$ cat src/rtl/pipe_hazard_unit_if.sv
// Hazard-unit bus: Decode-side operand/destination info and the branch
// resolution flag flow in; forwarding selects, stall/flush controls and
// performance counters flow out. The pipeline drives the master side and
// the hazard unit owns the slave side.
interface pipe_hazard_unit_if #(
  parameter int DEPTH = 3,
  parameter int RA_W  = 5,
  parameter int CNT_W = 16
);
  localparam int FW = $clog2(DEPTH);

  logic [RA_W-1:0]  rs1_d;
  logic [RA_W-1:0]  rs2_d;
  logic [RA_W-1:0]  rd_d;
  logic             regwrite_d;
  logic             load_d;
  logic             pcsrc_e;
  logic [FW-1:0]    fwd_a_e;
  logic [FW-1:0]    fwd_b_e;
  logic             stall_f;
  logic             stall_d;
  logic             flush_d;
  logic             flush_e;
  logic [CNT_W-1:0] stall_cnt;
  logic [CNT_W-1:0] flush_cnt;

  modport master (
    output rs1_d, rs2_d, rd_d, regwrite_d, load_d, pcsrc_e,
    input  fwd_a_e, fwd_b_e, stall_f, stall_d, flush_d, flush_e,
    input  stall_cnt, flush_cnt
  );

  modport slave (
    input  rs1_d, rs2_d, rd_d, regwrite_d, load_d, pcsrc_e,
    output fwd_a_e, fwd_b_e, stall_f, stall_d, flush_d, flush_e,
    output stall_cnt, flush_cnt
  );
endinterface

$ cat src/rtl/pipe_hazard_unit.sv
// Pipeline hazard unit: tracks DEPTH post-decode stages in a shadow pipeline,
// produces operand-forwarding selects for Execute, load-use stalls and
// branch flushes. Optional saturating stall/flush performance counters are
// built only when HAZARD_PERF_CNT_EN is defined; otherwise the counter
// outputs are tied to zero.
module pipe_hazard_unit #(
  parameter int DEPTH = 3,
  parameter int RA_W  = 5,
  parameter int CNT_W = 16
) (
  input  logic              clk,
  input  logic              rst,
  pipe_hazard_unit_if.slave hz
);
  localparam int FW = $clog2(DEPTH);

  // Destination info is needed in every stage for forwarding. Source
  // registers and the load flag are only ever consulted in Execute, so only
  // entry 0 keeps them.
  logic [RA_W-1:0]  rd_q [DEPTH];
  logic [DEPTH-1:0] rw_q;
  logic [RA_W-1:0]  rs1_q;
  logic [RA_W-1:0]  rs2_q;
  logic             ld_q;

  logic [RA_W-1:0]  e0_rs1_d;
  logic [RA_W-1:0]  e0_rs2_d;
  logic [RA_W-1:0]  e0_rd_d;
  logic             e0_rw_d;
  logic             e0_ld_d;

  logic             lu_s;
  logic             stall_s;
  logic             flush_d_s;
  logic             flush_e_s;
  logic [FW-1:0]    fwd_a_s;
  logic [FW-1:0]    fwd_b_s;

  // Hazard detection and forwarding selection, gated off while in reset
  always_comb begin
    stall_s   = 1'b0;
    flush_d_s = 1'b0;
    flush_e_s = 1'b0;
    fwd_a_s   = '0;
    fwd_b_s   = '0;
    lu_s      = rw_q[0] && ld_q && (rd_q[0] != '0) &&
                ((rd_q[0] == hz.rs1_d) || (rd_q[0] == hz.rs2_d));
    if (!rst) begin
      stall_s   = 1'b0;
      flush_e_s = 1'b0;
    end else begin
      if (hz.pcsrc_e) begin
        // A taken branch kills both younger instructions and overrides any stall
        flush_d_s = 1'b1;
        flush_e_s = 1'b1;
      end else if (lu_s) begin
        stall_s   = 1'b1;
        flush_e_s = 1'b1;
      end else begin
        stall_s   = 1'b0;
      end
      // Scan oldest to youngest so the youngest matching producer wins
      for (int k = DEPTH - 1; k >= 1; k--) begin
        fwd_a_s = (rw_q[k] && (rd_q[k] != '0) && (rd_q[k] == rs1_q)) ? FW'(k) : fwd_a_s;
        fwd_b_s = (rw_q[k] && (rd_q[k] != '0) && (rd_q[k] == rs2_q)) ? FW'(k) : fwd_b_s;
      end
    end
  end

  // Next Execute entry: the Decode instruction, or a bubble when Execute is flushed
  always_comb begin
    e0_rs1_d = '0;
    e0_rs2_d = '0;
    e0_rd_d  = '0;
    e0_rw_d  = 1'b0;
    e0_ld_d  = 1'b0;
    if (flush_e_s) begin
      e0_rw_d  = 1'b0;
      e0_ld_d  = 1'b0;
    end else begin
      e0_rs1_d = hz.rs1_d;
      e0_rs2_d = hz.rs2_d;
      e0_rd_d  = hz.rd_d;
      e0_rw_d  = hz.regwrite_d;
      e0_ld_d  = hz.load_d;
    end
  end

  // Advance the shadow pipeline one stage per cycle; reset fills it with bubbles
  always_ff @(posedge clk) begin
    if (!rst) begin
      for (int k = 0; k < DEPTH; k++) rd_q[k] <= '0;
      rw_q  <= '0;
      rs1_q <= '0;
      rs2_q <= '0;
      ld_q  <= 1'b0;
    end else begin
      for (int k = DEPTH - 1; k >= 1; k--) rd_q[k] <= rd_q[k-1];
      rd_q[0] <= e0_rd_d;
      rw_q    <= {rw_q[DEPTH-2:0], e0_rw_d};
      rs1_q   <= e0_rs1_d;
      rs2_q   <= e0_rs2_d;
      ld_q    <= e0_ld_d;
    end
  end

  assign hz.fwd_a_e = fwd_a_s;
  assign hz.fwd_b_e = fwd_b_s;
  assign hz.stall_f = stall_s;
  assign hz.stall_d = stall_s;
  assign hz.flush_d = flush_d_s;
  assign hz.flush_e = flush_e_s;

`ifdef HAZARD_PERF_CNT_EN
  logic [CNT_W-1:0] stall_cnt_q;
  logic [CNT_W-1:0] stall_cnt_d;
  logic [CNT_W-1:0] flush_cnt_q;
  logic [CNT_W-1:0] flush_cnt_d;

  // Saturating increments: count stall cycles and taken-branch cycles
  always_comb begin
    stall_cnt_d = stall_cnt_q;
    flush_cnt_d = flush_cnt_q;
    if (stall_s && (stall_cnt_q != '1)) begin
      stall_cnt_d = stall_cnt_q + CNT_W'(1);
    end else begin
      stall_cnt_d = stall_cnt_q;
    end
    if (hz.pcsrc_e && (flush_cnt_q != '1)) begin
      flush_cnt_d = flush_cnt_q + CNT_W'(1);
    end else begin
      flush_cnt_d = flush_cnt_q;
    end
  end

  // Counter registers, cleared by reset
  always_ff @(posedge clk) begin
    if (!rst) begin
      stall_cnt_q <= '0;
      flush_cnt_q <= '0;
    end else begin
      stall_cnt_q <= stall_cnt_d;
      flush_cnt_q <= flush_cnt_d;
    end
  end

  assign hz.stall_cnt = stall_cnt_q;
  assign hz.flush_cnt = flush_cnt_q;
`else
  assign hz.stall_cnt = '0;
  assign hz.flush_cnt = '0;
`endif
endmodule

$ cat src/flat_wrapper.sv
// flat-port wrapper written by rule: the top's interface ports become plain ports
module pipe_hazard_unit_flat 
#(
  parameter int DEPTH = 3,
  parameter int RA_W  = 5,
  parameter int CNT_W = 16
)
  (clk, rst, hz_rs1_d, hz_rs2_d, hz_rd_d, hz_regwrite_d, hz_load_d, hz_pcsrc_e, hz_fwd_a_e, hz_fwd_b_e, hz_stall_f, hz_stall_d, hz_flush_d, hz_flush_e, hz_stall_cnt, hz_flush_cnt);
  pipe_hazard_unit_if #(.DEPTH(DEPTH), .RA_W(RA_W), .CNT_W(CNT_W)) hz_i ();
  input  logic clk;
  input  logic rst;
  input wire logic [$bits(hz_i.rs1_d)-1:0] hz_rs1_d;
  input wire logic [$bits(hz_i.rs2_d)-1:0] hz_rs2_d;
  input wire logic [$bits(hz_i.rd_d)-1:0] hz_rd_d;
  input wire logic [$bits(hz_i.regwrite_d)-1:0] hz_regwrite_d;
  input wire logic [$bits(hz_i.load_d)-1:0] hz_load_d;
  input wire logic [$bits(hz_i.pcsrc_e)-1:0] hz_pcsrc_e;
  output wire logic [$bits(hz_i.fwd_a_e)-1:0] hz_fwd_a_e;
  output wire logic [$bits(hz_i.fwd_b_e)-1:0] hz_fwd_b_e;
  output wire logic [$bits(hz_i.stall_f)-1:0] hz_stall_f;
  output wire logic [$bits(hz_i.stall_d)-1:0] hz_stall_d;
  output wire logic [$bits(hz_i.flush_d)-1:0] hz_flush_d;
  output wire logic [$bits(hz_i.flush_e)-1:0] hz_flush_e;
  output wire logic [$bits(hz_i.stall_cnt)-1:0] hz_stall_cnt;
  output wire logic [$bits(hz_i.flush_cnt)-1:0] hz_flush_cnt;
  assign hz_i.rs1_d = hz_rs1_d;
  assign hz_i.rs2_d = hz_rs2_d;
  assign hz_i.rd_d = hz_rd_d;
  assign hz_i.regwrite_d = hz_regwrite_d;
  assign hz_i.load_d = hz_load_d;
  assign hz_i.pcsrc_e = hz_pcsrc_e;
  assign hz_fwd_a_e = hz_i.fwd_a_e;
  assign hz_fwd_b_e = hz_i.fwd_b_e;
  assign hz_stall_f = hz_i.stall_f;
  assign hz_stall_d = hz_i.stall_d;
  assign hz_flush_d = hz_i.flush_d;
  assign hz_flush_e = hz_i.flush_e;
  assign hz_stall_cnt = hz_i.stall_cnt;
  assign hz_flush_cnt = hz_i.flush_cnt;
  pipe_hazard_unit #(.DEPTH(DEPTH), .RA_W(RA_W), .CNT_W(CNT_W)) u_core (.clk(clk), .rst(rst), .hz(hz_i));
endmodule
$ cat config.mk
export PLATFORM = sky130hd
export DESIGN_NAME = pipe_hazard_unit_flat
export DESIGN_NICKNAME = d
export VERILOG_FILES = /design/src/rtl/pipe_hazard_unit_if.sv /design/src/rtl/pipe_hazard_unit.sv /design/src/flat_wrapper.sv
export SDC_FILE = /design/constraint.sdc
export NUM_CORES = 1
export LEC_CHECK = 0
export ABC_AREA = 1
export BUFFER_PORTS_ARGS = -buffer_cell sky130_fd_sc_hd__buf_4
export CELL_PAD_IN_SITES_DETAIL_PLACEMENT = 0
export CELL_PAD_IN_SITES_GLOBAL_PLACEMENT = 1
export CORE_MARGIN = 4
export CORE_UTILIZATION = 36
export CTS_CLUSTER_SIZE = 24
export DETAILED_ROUTE_END_ITERATION = 6
export GPL_TIMING_DRIVEN = 0
export PLACE_DENSITY = 0.85
export SYNTH_ARGS = -nofsm -noshare
export SYNTH_HDL_FRONTEND = slang
export SYNTH_SLANG_ARGS = --single-unit
$ cat constraint.sdc
create_clock -name clk -period 2.8 [get_ports clk]
set_input_delay 0.14 -clock clk [delete_from_list [all_inputs] [get_ports clk]]
set_output_delay 0.14 -clock clk [all_outputs]
set_load 0.005 [all_outputs]
==> results of run 1 <==
[flip-flops by register name (all words and copies together) (netlist names)]
register,flops
u_core.rd_q,15
u_core.ld_q,1
u_core.rw_q,3
u_core.rs2_q,5
u_core.rs1_q,5
[cells by family after synthesis]
logic type             share of synthesized area
AND/OR/NAND/NOR                            0.241
XOR/XNOR                                  0.0989
other                                    0.00235
AO/OA/AOI/OAI                             0.0228
buffers and inverters                      0.271
flip-flops                                 0.364
[power by group through the flow]
stage / combinational, W / clock [W] / sequential (W)
5_1_grt: 0.000156 / 0.000364 / 0.000442
3_5_place_dp: 0.000136 / 0 / 0.000449
6_report: 0.000136 / 0.000334 / 0.000440
4_1_cts: 0.000136 / 0.000344 / 0.000440
3_3_place_gp: 0.000135 / 0 / 0.000449
2_1_floorplan: 0.0000988 / 0 / 0.000446
[cell usage in the layout (no fill, tap or decap)]
master	netlist	layout
clkbuf_8	0	6
nand2_4	1	1
nand4_1	2	2
inv_1	45	45
o22ai_1	1	1
o21ai_0	2	2
nand3b_1	1	1
dfxtp_1	29	29
clkbuf_1	1	2
nor2b_1	1	1
nand3_1	7	7
xnor2_1	8	8
nor2_1	33	33
nor3_1	5	5
buf_4	33	60
or2_2	1	1
a21oi_1	4	4
buf_6	1	1
nand2_2	1	1
xor2_1	10	10
conb_1	1	32
nand2_1	40	40
[final cells by class]
class	count	share of cell area
buffer	35	0.127
clock buffer	7	0.0419
inverter	45	0.0819
multi-input combinational	149	0.339
sequential	29	0.282
tap	50	0.0303
timing repair buffer	27	0.0983
[layer usage]
metal | GRT usage | up-vias | part of all wire
met5 | 0 | - | 0
li1 | - | 731 | -
met1 | 0.133 | 498 | 0.45
met2 | 0.168 | 40 | 0.46
met3 | 0.0432 | 5 | 0.078
met4 | 0.0356 | 0 | 0.012
[per-stage QoR]
| step | cells | util | setup WS [ns] | power (W) | area (sq um) |
|---|---|---|---|---|---|
| CTS | 342 | 0.498 | 1.08 | 0.000921 | 2060 |
| global placement | 335 | 0.477 | 1.38 | 0.000584 | 1980 |
| global route | 342 | 0.498 | 0.897 | 0.000962 | 2060 |
| floorplan | 258 | - | 1.58 | 0.000544 | 1710 |
| detailed placement | 335 | 0.477 | 1.39 | 0.000585 | 1980 |
| finish | 342 | 0.498 | 1.11 | 0.000911 | 2060 |
[worst max path at each step]
stage | to | start | slack, ns
5_1_grt | hz_stall_f | u_core.rd_q[0][4] | 0.90
3_3_place_gp | hz_stall_f | u_core.rd_q[0][1] | 1.38
2_1_floorplan | hz_stall_f | u_core.rd_q[0][4] | 1.58
6_report | hz_stall_f | u_core.rd_q[0][4] | 1.11
3_5_place_dp | hz_stall_f | u_core.rd_q[0][1] | 1.39
4_1_cts | hz_stall_f | u_core.rd_q[0][1] | 1.08
[worst max-delay path, stage by stage (launching register included)]
cell     delay (ns)
dfxtp_1        0.40
inv_1          0.08
nand2_1        0.06
nand2_1        0.06
nor2_1         0.10
nand3_1        0.08
nand2_1        0.08
nand2_2        0.08
nor2_1         0.13
buf_4          0.12
buf_4          0.09
==> metrics.txt, run 1 <==
cells after synthesis 227; register bit count reported by yosys 29; max_cap viols 0; switch share 0.235; crit-path max FO 5; Skew-Pair Late Insertion Delay 0.27 ns; WHS Path Cells 3; Slew Viols, Final 0; area occupied by multi-input gates 698 sq um; DPL Wire Length 2420 microns; IO Count 60; PostCTS Resize Cnt 0; Reg clk slew, reported paths 0.06 ns; largest net degree at the start of global routing 11; number of global-route vias before repair 1075; Hold WS 0.0782 ns; port bufs 27; die area 0.00556 sq mm; chip height 74.5 microns; mapped cell area 0.00159 sq mm; Initial Util 0.385; Worst Setup Start Kind flop; std cell rows 23; LEAKAGE 1.27 nW; Final Hold Fails 0; Psw 0.000214 W; status completed; RSZ-0062 raised after global routing no; Storage cell area 581 sq um; cell taking the most area after synthesis dfxtp_1; Hold Buf Count CTS 0; setup bufs post-CTS 0; Combinational Power Share 0.150; Syn-to-layout area delta 29.4%; internal power 0.000697 W; remaining global-route overflow 0; Worst Hold Class in -> reg; Core Footprint 0.00414 sq mm; vias 1274; first-pass GRT wire length 4460 microns; Routed Antenna Nets 0; maximum achievable frequency 590 MHz; period utilisation layout 0.605; die width 74.5 microns; sequential area share after synthesis 0.364; CTS tree built; initial detailed-routing violation count 41; Fin Setup TNS 0 ns; Synth async-reset ratio 0; nets@finish 312; Root Driver clkbuf_8; FF-to-FF setup slack 1.46 ns; sequential power share 0.484; GRT Resource Usage Total 0.107; drc violations 0; clk buf depth 2; Final Setup Violations 0; hold wc startpoint hz_rd_d[2]; Pwr Density 442 mW/mm^2; maximum VDD drop 0.311 mV; EDFF count, synth 0; FF-to-FF path depth 10; n_diodes 0; data arrival time of the critical path 1.55 ns; reg2reg start u_core.rd_q[0][4]; synth unique cells 21; syn avg cell area 7.02 sq um; clk_skew 0.00243 ns; number of buffers created by CTS 5; Clk network pwr share 0.367; DRT Wirelength 2890 microns; cell with the most instances after synthesis inv_1; Synth Flop Type dfxtp_1; GPL Wtd Cong 0.828; H-tree levels 2; post-synth top area share 0.364; drt first pass iters 4; fin crit period 1.69 ns; fillers 426; Worst R2R End u_core.rs2_q[3]; via/cell ratio 3.73; Critical Path RT 2.66 ns; CTS sink count 29; Post-synth top cells inv_1, nand2_1, buf_4, nor2_1, dfxtp_1; share of cells above drive strength 1 0.240; hold endpoint u_core.rd_q[0][2]; crit end category primary output; synth top area cells dfxtp_1, buf_4, inv_1; synth warn 0; Setup CP Type reg -> out; WL/cell 8.46 microns; initial antenna violation count 0
Note: power is estimated with default switching activity, not from simulation.
==> inputs of run 2 (changes only) <==
--- a/config.mk
+++ b/config.mk
@@ -5,16 +5,16 @@
 export SDC_FILE = /design/constraint.sdc
 export NUM_CORES = 1
 export LEC_CHECK = 0
-export ABC_AREA = 1
+export ABC_AREA = 0
 export BUFFER_PORTS_ARGS = -buffer_cell sky130_fd_sc_hd__buf_4
 export CELL_PAD_IN_SITES_DETAIL_PLACEMENT = 0
 export CELL_PAD_IN_SITES_GLOBAL_PLACEMENT = 1
 export CORE_MARGIN = 4
-export CORE_UTILIZATION = 36
+export CORE_UTILIZATION = 31
 export CTS_CLUSTER_SIZE = 24
 export DETAILED_ROUTE_END_ITERATION = 6
 export GPL_TIMING_DRIVEN = 0
-export PLACE_DENSITY = 0.85
+export PLACE_DENSITY = 0.75
 export SYNTH_ARGS = -nofsm -noshare
 export SYNTH_HDL_FRONTEND = slang
 export SYNTH_SLANG_ARGS = --single-unit
==> constraint.sdc (replaced) <==
create_clock -name clk -period 1.4 [get_ports clk]
set_input_delay 0.07 -clock clk [delete_from_list [all_inputs] [get_ports clk]]
set_output_delay 0.07 -clock clk [all_outputs]
set_load 0.005 [all_outputs]
==> run 2 against run 1 <==
  * The run now ends with setup timing left
  * First-iteration DRC count down 37%
  * Synthesized cell count is 24% lower
  * Die area is 11% higher
==> metrics.txt, run 2 <==
die width 78.4 microns; initial antenna violation count 0; Synth Flop Type dfxtp_1; Post-synth top cells buf_4, dfxtp_1, nand2_1; Final WS setup -0.400 ns; register bit count reported by yosys 29; synth unique cells 23; failing checks setup timing; most frequent cells in the layout buf_4, conb_1, nand2_1; Clk network pwr share 0.351; clk buf depth 2; Total Power 0.00189 W; synth warn 0; CTS sink count 29; number of buffers created by CTS 5; Core Footprint 0.00475 sq mm; Synth async-reset ratio 0; IO Count 60; Final Setup Violations 7; nets@finish 273; clk_skew 0.00757 ns; number of global-route vias before repair 1291; largest net degree at the start of global routing 13; Routed Antenna Nets 0; max_cap viols 0; status finished, violations left; RSZ-0062 raised after global routing yes; max reg flops 15; syn avg cell area 8.87 sq um; mapped cell area 0.00154 sq mm; Critical Path RT 1.33 ns; Final Hold Fails 0; DPL Wire Length 2500 microns; crit end category primary output; GRT Resource Usage Total 0.123; GPL Wtd Cong 0.749; Post-Layout Cell Count 321; Setup CP Type reg -> out; H-tree levels 2; Combinational Power Share 0.183; DRT Wirelength 3450 microns; first-pass GRT wire length 5800 microns; chip height 78.4 microns; maximum VDD drop 0.492 mV; data arrival time of the critical path 1.73 ns; Worst Setup Start Kind flop; cell with the most instances after synthesis buf_4; Psw 0.000497 W; drt first pass iters 3; Slew Viols, Final 0; Skew-Pair Late Insertion Delay 0.28 ns; internal power 0.00139 W; Reg clk slew, reported paths 0.07 ns; n_diodes 0; most common cell after layout, fill and taps aside buf_4; crit-path max FO 3; cells after synthesis 173; share of cells above drive strength 1 0.484; post-synth top area share 0.378; biggest regs u_core.rd_q x15, u_core.rs1_q x5, u_core.rs2_q x5; via/cell ratio 3.84; std cell rows 25; remaining global-route overflow 0; sequential power share 0.466; maximum achievable frequency 555 MHz; Pwr Density 805 mW/mm^2; port bufs 27; period utilisation layout 1.29; LEAKAGE 1.16 nW; Largest Register u_core.rd_q; vias 1232; Worst Hold Class in -> reg; placed insts 298; synth top area cells dfxtp_1, buf_4, xnor2_1; CTS tree built; initial detailed-routing violation count 26; die area 0.00614 sq mm; drc violations 0; EDFF count, synth 0; switch share 0.263; sequential area share after synthesis 0.378; cell taking the most area after synthesis dfxtp_1; WL/cell 10.7 microns; Root Driver clkbuf_8; Syn-to-layout area delta 53.1%; Initial Util 0.323; fin crit period 1.80 ns
## run 2: changes by cell type after synthesis, moves of 4 or more
cell / change
and2_1: +14
a21oi_1: +13
nand2_1: -20
inv_1: -45
xnor2_1: +8
nor2_1: -32
xor2_1: +4
or4_1: +4
nor3_1: -4
## run 2: per-stage QoR
stage | utilization | setup TNS (ns) | worst slack (ns) | cell area (sq um) | hold WS [ns]
after global placement | 0.409 | -3.05 | -0.235 | 1940 | 0.306
after detailed placement | 0.409 | -2.97 | -0.231 | 1940 | 0.304
after floorplan | - | 0 | 0.000218 | 1660 | 0.186
final | 0.494 | -1.96 | -0.400 | 2350 | 0.0150
after CTS | 0.483 | -2.03 | -0.450 | 2300 | 0.00717
after global routing | 0.494 | -2.56 | -0.514 | 2350 | 0.0105
## run 2: layer usage
layer,global-route usage,vias to the layer above,wire (microns)
li1,-,662,-
met1,0.134,536,1430
met2,0.215,30,1800
met3,0.0447,4,186
met4,0.0524,0,33
met5,0,-,0
## run 2: area by class of cell
type                            instances  area (sq um)
Buffer                                 37           272
Timing Repair Buffer                   44           358
Fill cell                             484          2400
Clock inverter                          3          17.5
Tap cell                               67          83.8
Multi-Input combinational cell        136           940
Sequential cell                        29           612
Clock buffer                            5          68.8
## run 2: worst max-delay path: stages (launching register included)
cell and delay [ns]:
dfxtp_2 0.35, or4_1 0.11, o211ai_1 0.09, or4_4 0.49, nor4_2 0.27, buf_4 0.15
## run 2: worst paths after layout
path                      startpoint         endpoint  slack [ns]  cells past startpoint
setup / recovery  u_core.rd_q[0][13]    hz_fwd_b_e[1]       -0.40                      5
setup reg to reg   u_core.rd_q[0][3]  u_core.rs2_q[3]        0.06                      7
hold / removal         hz_regwrite_d   u_core.rw_q[0]        0.01                      3
hold reg to reg       u_core.rw_q[0]   u_core.rw_q[1]        0.50                      1
## run 2: power by group through the flow
| stage | clock, W | combinational, W | sequential, W |
|---|---|---|---|
| global placement | 0 | 0.000265 | 0.000900 |
| CTS | 0.000680 | 0.000330 | 0.000881 |
| floorplan | 0 | 0.000189 | 0.000892 |
| detailed placement | 0 | 0.000266 | 0.000900 |
| finish | 0.000664 | 0.000346 | 0.000881 |
| global route | 0.000717 | 0.000384 | 0.000884 |
## run 2: what timing repair did
item                                   in CTS  in global routing
resized for setup                          36                 12
endpoints found under the hold margin       5                  0
pin swaps                                  16                  3
setup endpoints to repair                  17                 19
hold buffers                                5                  0
setup buffers                              10                  2
## run 2: cells by family after synthesis
family,after synthesis,share of synthesized area
AOI/OAI and AO/OA,21,0.0799
xor gates and xnor gates,30,0.171
buffers and inverters,39,0.178
DFF,29,0.378
other,1,0.00244
and+or+nand+nor,53,0.190
